### src/rtl/serial_pkg.sv
// Shared definitions for the serial link (collector and emitter sides):
// FSM state encoding, default frame width and bit-counter width.
package serial_pkg;

   typedef enum logic [1:0] {
      ST_IDLE     = 2'd0,
      ST_SHIFT    = 2'd1,
      ST_WAIT_LOW = 2'd2
   } state_t;

   localparam int unsigned DATA_WIDTH_DEF = 16;

   // Counter must hold the value DATA_WIDTH itself, hence the extra bit.
   function automatic int unsigned cnt_width(input int unsigned dw);
      return $clog2(dw) + 1;
   endfunction

   localparam int unsigned CNT_W_DEF = cnt_width(DATA_WIDTH_DEF);

endpackage

### src/rtl/serial_collector_if.sv
// Serial input and valid/ready output bundle of the serial collector.
// slave: the collector itself; master: the link driver / downstream consumer.
interface serial_collector_if #(
   parameter int unsigned DATA_WIDTH = 16
);
   logic                  serial_in;
   logic                  serial_en;
   logic                  out_ready;
   logic [DATA_WIDTH-1:0] out_data;
   logic                  out_valid;

   modport slave (
      input  serial_in,
      input  serial_en,
      input  out_ready,
      output out_data,
      output out_valid
   );

   modport master (
      output serial_in,
      output serial_en,
      output out_ready,
      input  out_data,
      input  out_valid
   );
endinterface

### src/rtl/serial_shift_in.sv
// Indexed bit-capture register: writes one bit at position wr_idx per
// enabled cycle; synchronous clear has priority.
module serial_shift_in #(
   parameter int unsigned WIDTH = 15,
   parameter int unsigned IDX_W = 5
) (
   input  logic             clk,
   input  logic             clr,
   input  logic             wr_en,
   input  logic [IDX_W-1:0] wr_idx,
   input  logic             wr_bit,
   output logic [WIDTH-1:0] q
);

   // Capture the incoming bit into the addressed position.
   always_ff @(posedge clk) begin
      if (clr) begin
         q <= '0;
      end else begin
         for (int unsigned i = 0; i < WIDTH; i++) begin
            if (wr_en && (wr_idx == IDX_W'(i))) begin
               q[i] <= wr_bit;
            end
         end
      end
   end

endmodule

### src/rtl/serial_collector.sv
// Serial collector: assembles LSB-first frames of DATA_WIDTH bits from
// serial_in/serial_en and presents them on a valid/ready output.
// Optional feature: define SERIAL_OVERRUN_EN to add the sticky overrun port.
module serial_collector
   import serial_pkg::*;
#(
   parameter int unsigned DATA_WIDTH = DATA_WIDTH_DEF
) (
   input  logic              fast_clk,
   input  logic              reset,
   serial_collector_if.slave bus,
   output logic              busy,
   output logic              frame_err
`ifdef SERIAL_OVERRUN_EN
   ,
   output logic              overrun
`endif
);

   localparam int unsigned        CNT_W    = cnt_width(DATA_WIDTH);
   localparam logic [CNT_W-1:0]   LAST_IDX = CNT_W'(DATA_WIDTH - 1);

   state_t                state;
   state_t                state_nxt;
   logic [CNT_W-1:0]      cnt;
   logic [CNT_W-1:0]      cap_idx;
   logic                  cap_wr;
   logic                  word_done;
   logic                  abort;
   logic [DATA_WIDTH-2:0] cap_q;

   // The final bit goes straight into out_data, so the capture register only
   // needs to hold bits 0..DATA_WIDTH-2.
   serial_shift_in #(
      .WIDTH (DATA_WIDTH - 1),
      .IDX_W (CNT_W)
   ) u_shift_in (
      .clk    (fast_clk),
      .clr    (~reset),
      .wr_en  (cap_wr),
      .wr_idx (cap_idx),
      .wr_bit (bus.serial_in),
      .q      (cap_q)
   );

   // FSM state register.
   always_ff @(posedge fast_clk) begin
      if (!reset) state <= ST_IDLE;
      else        state <= state_nxt;
   end

   // Next-state and per-cycle control decode.
   always_comb begin
      state_nxt = state;
      cap_wr    = 1'b0;
      word_done = 1'b0;
      abort     = 1'b0;
      cap_idx   = '0;
      case (state)
         ST_IDLE: begin
            if (bus.serial_en) begin
               cap_wr    = 1'b1;
               state_nxt = ST_SHIFT;
            end
         end
         ST_SHIFT: begin
            if (bus.serial_en) begin
               if (cnt == LAST_IDX) begin
                  word_done = 1'b1;
                  state_nxt = ST_WAIT_LOW;
               end else begin
                  cap_wr  = 1'b1;
                  cap_idx = cnt;
               end
            end else begin
               abort     = 1'b1;
               state_nxt = ST_IDLE;
            end
         end
         ST_WAIT_LOW: begin
            if (!bus.serial_en) state_nxt = ST_IDLE;
         end
         default: state_nxt = ST_IDLE;
      endcase
   end

   // Bit counter: 1 after bit 0, incremented for each bit taken in SHIFT.
   always_ff @(posedge fast_clk) begin
      if (!reset) begin
         cnt <= '0;
      end else if (bus.serial_en) begin
         if (state == ST_IDLE)       cnt <= CNT_W'(1);
         else if (state == ST_SHIFT) cnt <= cnt + CNT_W'(1);
      end
   end

   // Output word buffer and valid/ready handshake.
   always_ff @(posedge fast_clk) begin
      if (!reset) begin
         bus.out_data  <= '0;
         bus.out_valid <= 1'b0;
      end else if (word_done) begin
         bus.out_data  <= {bus.serial_in, cap_q};
         bus.out_valid <= 1'b1;
      end else if (bus.out_valid && bus.out_ready) begin
         bus.out_valid <= 1'b0;
      end
   end

   // One-cycle pulse when a frame is cut short.
   always_ff @(posedge fast_clk) begin
      if (!reset) frame_err <= 1'b0;
      else        frame_err <= abort;
   end

`ifdef SERIAL_OVERRUN_EN
   // Sticky flag: a word completed over one the consumer had not taken.
   always_ff @(posedge fast_clk) begin
      if (!reset) begin
         overrun <= 1'b0;
      end else if (word_done && bus.out_valid && !bus.out_ready) begin
         overrun <= 1'b1;
      end
   end
`endif

   assign busy = (state != ST_IDLE);

endmodule
### src/flat_wrapper.sv
// flat-port wrapper written by rule: the top's interface ports become plain ports
module serial_collector_flat import serial_pkg::*;
#(
   parameter int unsigned DATA_WIDTH = DATA_WIDTH_DEF
)
  (fast_clk, reset, busy, frame_err, bus_serial_in, bus_serial_en, bus_out_ready, bus_out_data, bus_out_valid);
  serial_collector_if #(.DATA_WIDTH(DATA_WIDTH)) bus_i ();
  input  logic fast_clk;
  input  logic reset;
  output logic busy;
  output logic frame_err;
  input wire logic [$bits(bus_i.serial_in)-1:0] bus_serial_in;
  input wire logic [$bits(bus_i.serial_en)-1:0] bus_serial_en;
  input wire logic [$bits(bus_i.out_ready)-1:0] bus_out_ready;
  output wire logic [$bits(bus_i.out_data)-1:0] bus_out_data;
  output wire logic [$bits(bus_i.out_valid)-1:0] bus_out_valid;
  assign bus_i.serial_in = bus_serial_in;
  assign bus_i.serial_en = bus_serial_en;
  assign bus_i.out_ready = bus_out_ready;
  assign bus_out_data = bus_i.out_data;
  assign bus_out_valid = bus_i.out_valid;
  serial_collector #(.DATA_WIDTH(DATA_WIDTH)) u_core (.fast_clk(fast_clk), .reset(reset), .bus(bus_i), .busy(busy), .frame_err(frame_err));
endmodule
### config.mk
export PLATFORM = sky130hd
export DESIGN_NAME = serial_collector_flat
export DESIGN_NICKNAME = d
export VERILOG_FILES = /design/src/rtl/serial_pkg.sv /design/src/rtl/serial_collector_if.sv /design/src/rtl/serial_shift_in.sv /design/src/rtl/serial_collector.sv /design/src/flat_wrapper.sv
export SDC_FILE = /design/constraint.sdc
export NUM_CORES = 1
export LEC_CHECK = 0
export ABC_CLOCK_PERIOD_IN_PS = 3300
export BUFFER_PORTS_ARGS = -buffer_cell sky130_fd_sc_hd__buf_2
export CORE_UTILIZATION = 50
export CTS_BUF_LIST = sky130_fd_sc_hd__clkbuf_4
export DETAILED_ROUTE_END_ITERATION = 10
export MAX_ROUTING_LAYER = met4
export PLACE_DENSITY = 0.81
export SLEW_MARGIN = 20
export SYNTH_ARGS = -nofsm -noshare
export SYNTH_HDL_FRONTEND = slang
export SYNTH_HIERARCHICAL = 1
export SYNTH_SLANG_ARGS = --single-unit
### constraint.sdc
create_clock -name fast_clk -period 3.3 [get_ports fast_clk]
set_clock_uncertainty 0.05 [all_clocks]
set_input_delay 0.66 -clock fast_clk [delete_from_list [all_inputs] [get_ports fast_clk]]
set_output_delay 0.66 -clock fast_clk [all_outputs]
set_load 0.005 [all_outputs]
==> metrics.csv <==
metric,value,unit
part of the cycle the worst path needs,0.730,
# rows,21,
total clock buffers created by CTS,5,
crit path time final,2.41,ns
final instance area,1960,sq um
hold path start,u_core/u_shift_in/q[11],
PostCTS Resize Cnt,0,
status,"finished, final reports clean",
ys async rst share,0,
Rel. slew slack,0.571,
Peak Freq,415,MHz
Final ANT Viol Nets,0,
largest net degree at the start of global routing,36,
vias in the first global route,1170,
die height,60.9,um
setup TNS,0,ns
R2R setup slack,0.89,ns
kind of critical path,flop to flop,
Worst Hold Path Cells,2,
peak supply drop,0.192,mV
Mapped Nets,200,
final hold viol count,0,
CP dominant cell by count,ha_1,
global-route wire length before repair,5040,um
All-Layer GR Usage,0.194,
hold endpoint,u_core/bus.out_data[11],
antenna fix cells,0,
ys flop type,dfxtp_1,
crit start category,flop,
Root Driver,clkbuf_4,
Layout fillers,298,
wire length per cell,11.8,um
R2R depth,7,
"Reg clk slew, reported paths",0.11,ns
nets,222,
Clock Sinks,40,
Crit-path slowest cell,nor3b_1,
Synth warnings,6,
crit-path max FO,6,
Placed Area,1870,sq um
Setup crit start,u_core/cnt[0],
Post-DP HPWL,2040,um
RSZ-0062 raised after global routing,no,
CTS hold repair buffers,0,
synthesized area per cell,9.04,sq um
Clock Tree Buf Depth,2,
Netlist cell types,30,
Starting Density,0.520,
drt drc,0,
worst r2r src,u_core/cnt[0],
Layout area overhead,12.8,%
die area,3710,sq um
hold crit path type,flop to flop,
max_cap viols,0,
DR vias/cell,5.16,
worst-path cell chain,"ha_1, and3_1, ha_1, nor3b_1, nor2b_1, nand2_1, mux2i_1",
Critical Path RT,3.46,ns
dpl ws,0.751,ns
actual slew at the worst max-slew pin,0.643,ns
worst path bufs/invs,0,
Congestion Overflow GR,0,
io pins,24,
die width,60.9,um
CP peak stage delay,0.58,ns
Cells after Synth,192,
"wirelength, routed",3090,um
max-slew violations,0,
initial antenna violation count,0,
layout cells sized above 1,0.163,
Final GP Congestion,0.794,
synthesized flop and latch total,40,
Power Density,424,nW/um^2
"Data arrival, critical path",2.57,ns
Worst R2R End,u_core/u_shift_in/q[9],
number of buffers added for setup after CTS,0,
Tot Pwr,0.831,mW
input/output buffers,23,
Worst Setup End Kind,flop,
initial DRC count,102,
final core occ,0.586,
Via Count,1347,
DR pass1 iterations,4,
Syn Std Cell Area,1740,sq um
Leak Pwr,0.843,nW
Top delay family on crit path,simple AND/OR/NAND/NOR gates,
CTS tree,yes,
"EDFF count, synth",0,
Skew-Pair Late Insertion Delay,0.34,ns
Core Box Area,3340,sq um
worst setup margin,0.890,ns
H-tree depth,2,
setup violators final,0,
sequential share of the synthesized area,0.461,
-- stage by stage --
stage	std cells	hold WS, ns
6_report	261	0.414
5_1_grt	261	0.431
4_1_cts	260	0.416
3_5_place_dp	252	0.399
3_3_place_gp	252	0.393
2_1_floorplan	192	0.382
-- kinds of logic (layout without fill, tap and decap cells) --
logic type	Yosys count	count (layout)	synth area share
compound gates	23	23	0.0671
simple gates	97	97	0.322
mux	17	17	0.0981
buf+inv	12	35	0.0303
fa+ha+maj	3	3	0.0216
flops	40	40	0.461
-- area by class of cell --
cell class / count / area, sq um / area share
clock buffer: 5 / 37.5 / 0.0192
clock inverter: 3 / 37.5 / 0.0192
inverter: 2 / 7.51 / 0.00384
multi-input combinational: 140 / 882 / 0.451
sequential: 40 / 801 / 0.409
tap: 46 / 57.6 / 0.0294
timing repair buffer: 25 / 134 / 0.0684
-- power breakdown --
group / leakage, nW / switching, mW / internal, mW
Combinational: 0.480 / 0.0217 / 0.0138
Sequential: 0.323 / 0.00377 / 0.486
Clock: 0.0403 / 0.151 / 0.155
Total: 0.843 / 0.176 / 0.654
-- metal layers --
metal  GRT usage  wire length [um]
met5           -                 0
met4       0.117                78
met3      0.0320                85
met2       0.309              1430
met1       0.229              1500
-- cells in the final DEF, fill, tap and decap left out, types with 4 or more instances in the layout --
master,Yosys,routed
dfxtp_1,40,40
nand2_1,32,32
buf_2,3,23
nand3_1,21,21
nand2b_1,18,18
o21ai_0,17,17
mux2i_1,17,17
clkbuf_4,0,5
a21oi_1,5,5
nor3b_1,4,4
nor2b_1,4,4
-- tightest hold or removal path: cells and delay by family (launching register included) --
| family | cells | cell delay (ns) |
|---|---|---|
| simple gates | 1 | 0.05 |
| flops | 1 | 0.33 |
| compound gates | 1 | 0.06 |
-- Yosys cell counts, types with 2 or more instances --
library cell | count | area share
nand2_1 | 32 | 0.069
ha_1 | 3 | 0.022
mux2i_1 | 17 | 0.098
a21oi_1 | 5 | 0.014
nor2b_1 | 4 | 0.014
o21ai_0 | 17 | 0.049
buf_2 | 3 | 0.0086
nor3b_1 | 4 | 0.017
nor2_1 | 3 | 0.0065
clkbuf_1 | 5 | 0.011
and3_1 | 3 | 0.011
nand3_1 | 21 | 0.061
dfxtp_1 | 40 | 0.46
and4bb_1 | 2 | 0.014
nand2b_1 | 18 | 0.065
-- state kept, by name, indices dropped and copies added, names as in the netlist --
name	cells
u_core/bus.out_data	16
u_core/u_shift_in/q	15
u_core/state	2
u_core/bus.out_valid	1
u_core/frame_err	1
u_core/cnt	5
-- how the worst max path moves through the flow --
stage                               to  slack (ns)  depth (start not counted)
2_1_floorplan  u_core/u_shift_in/q[13]        1.21                          7
3_3_place_gp    u_core/bus.out_data[9]        0.91                          6
3_5_place_dp   u_core/bus.out_data[13]        0.75                          6
4_1_cts        u_core/bus.out_data[13]        0.80                          6
5_1_grt         u_core/u_shift_in/q[4]        0.71                          7
6_report        u_core/u_shift_in/q[9]        0.89                          7
Power figures use the tool's default switching activity.
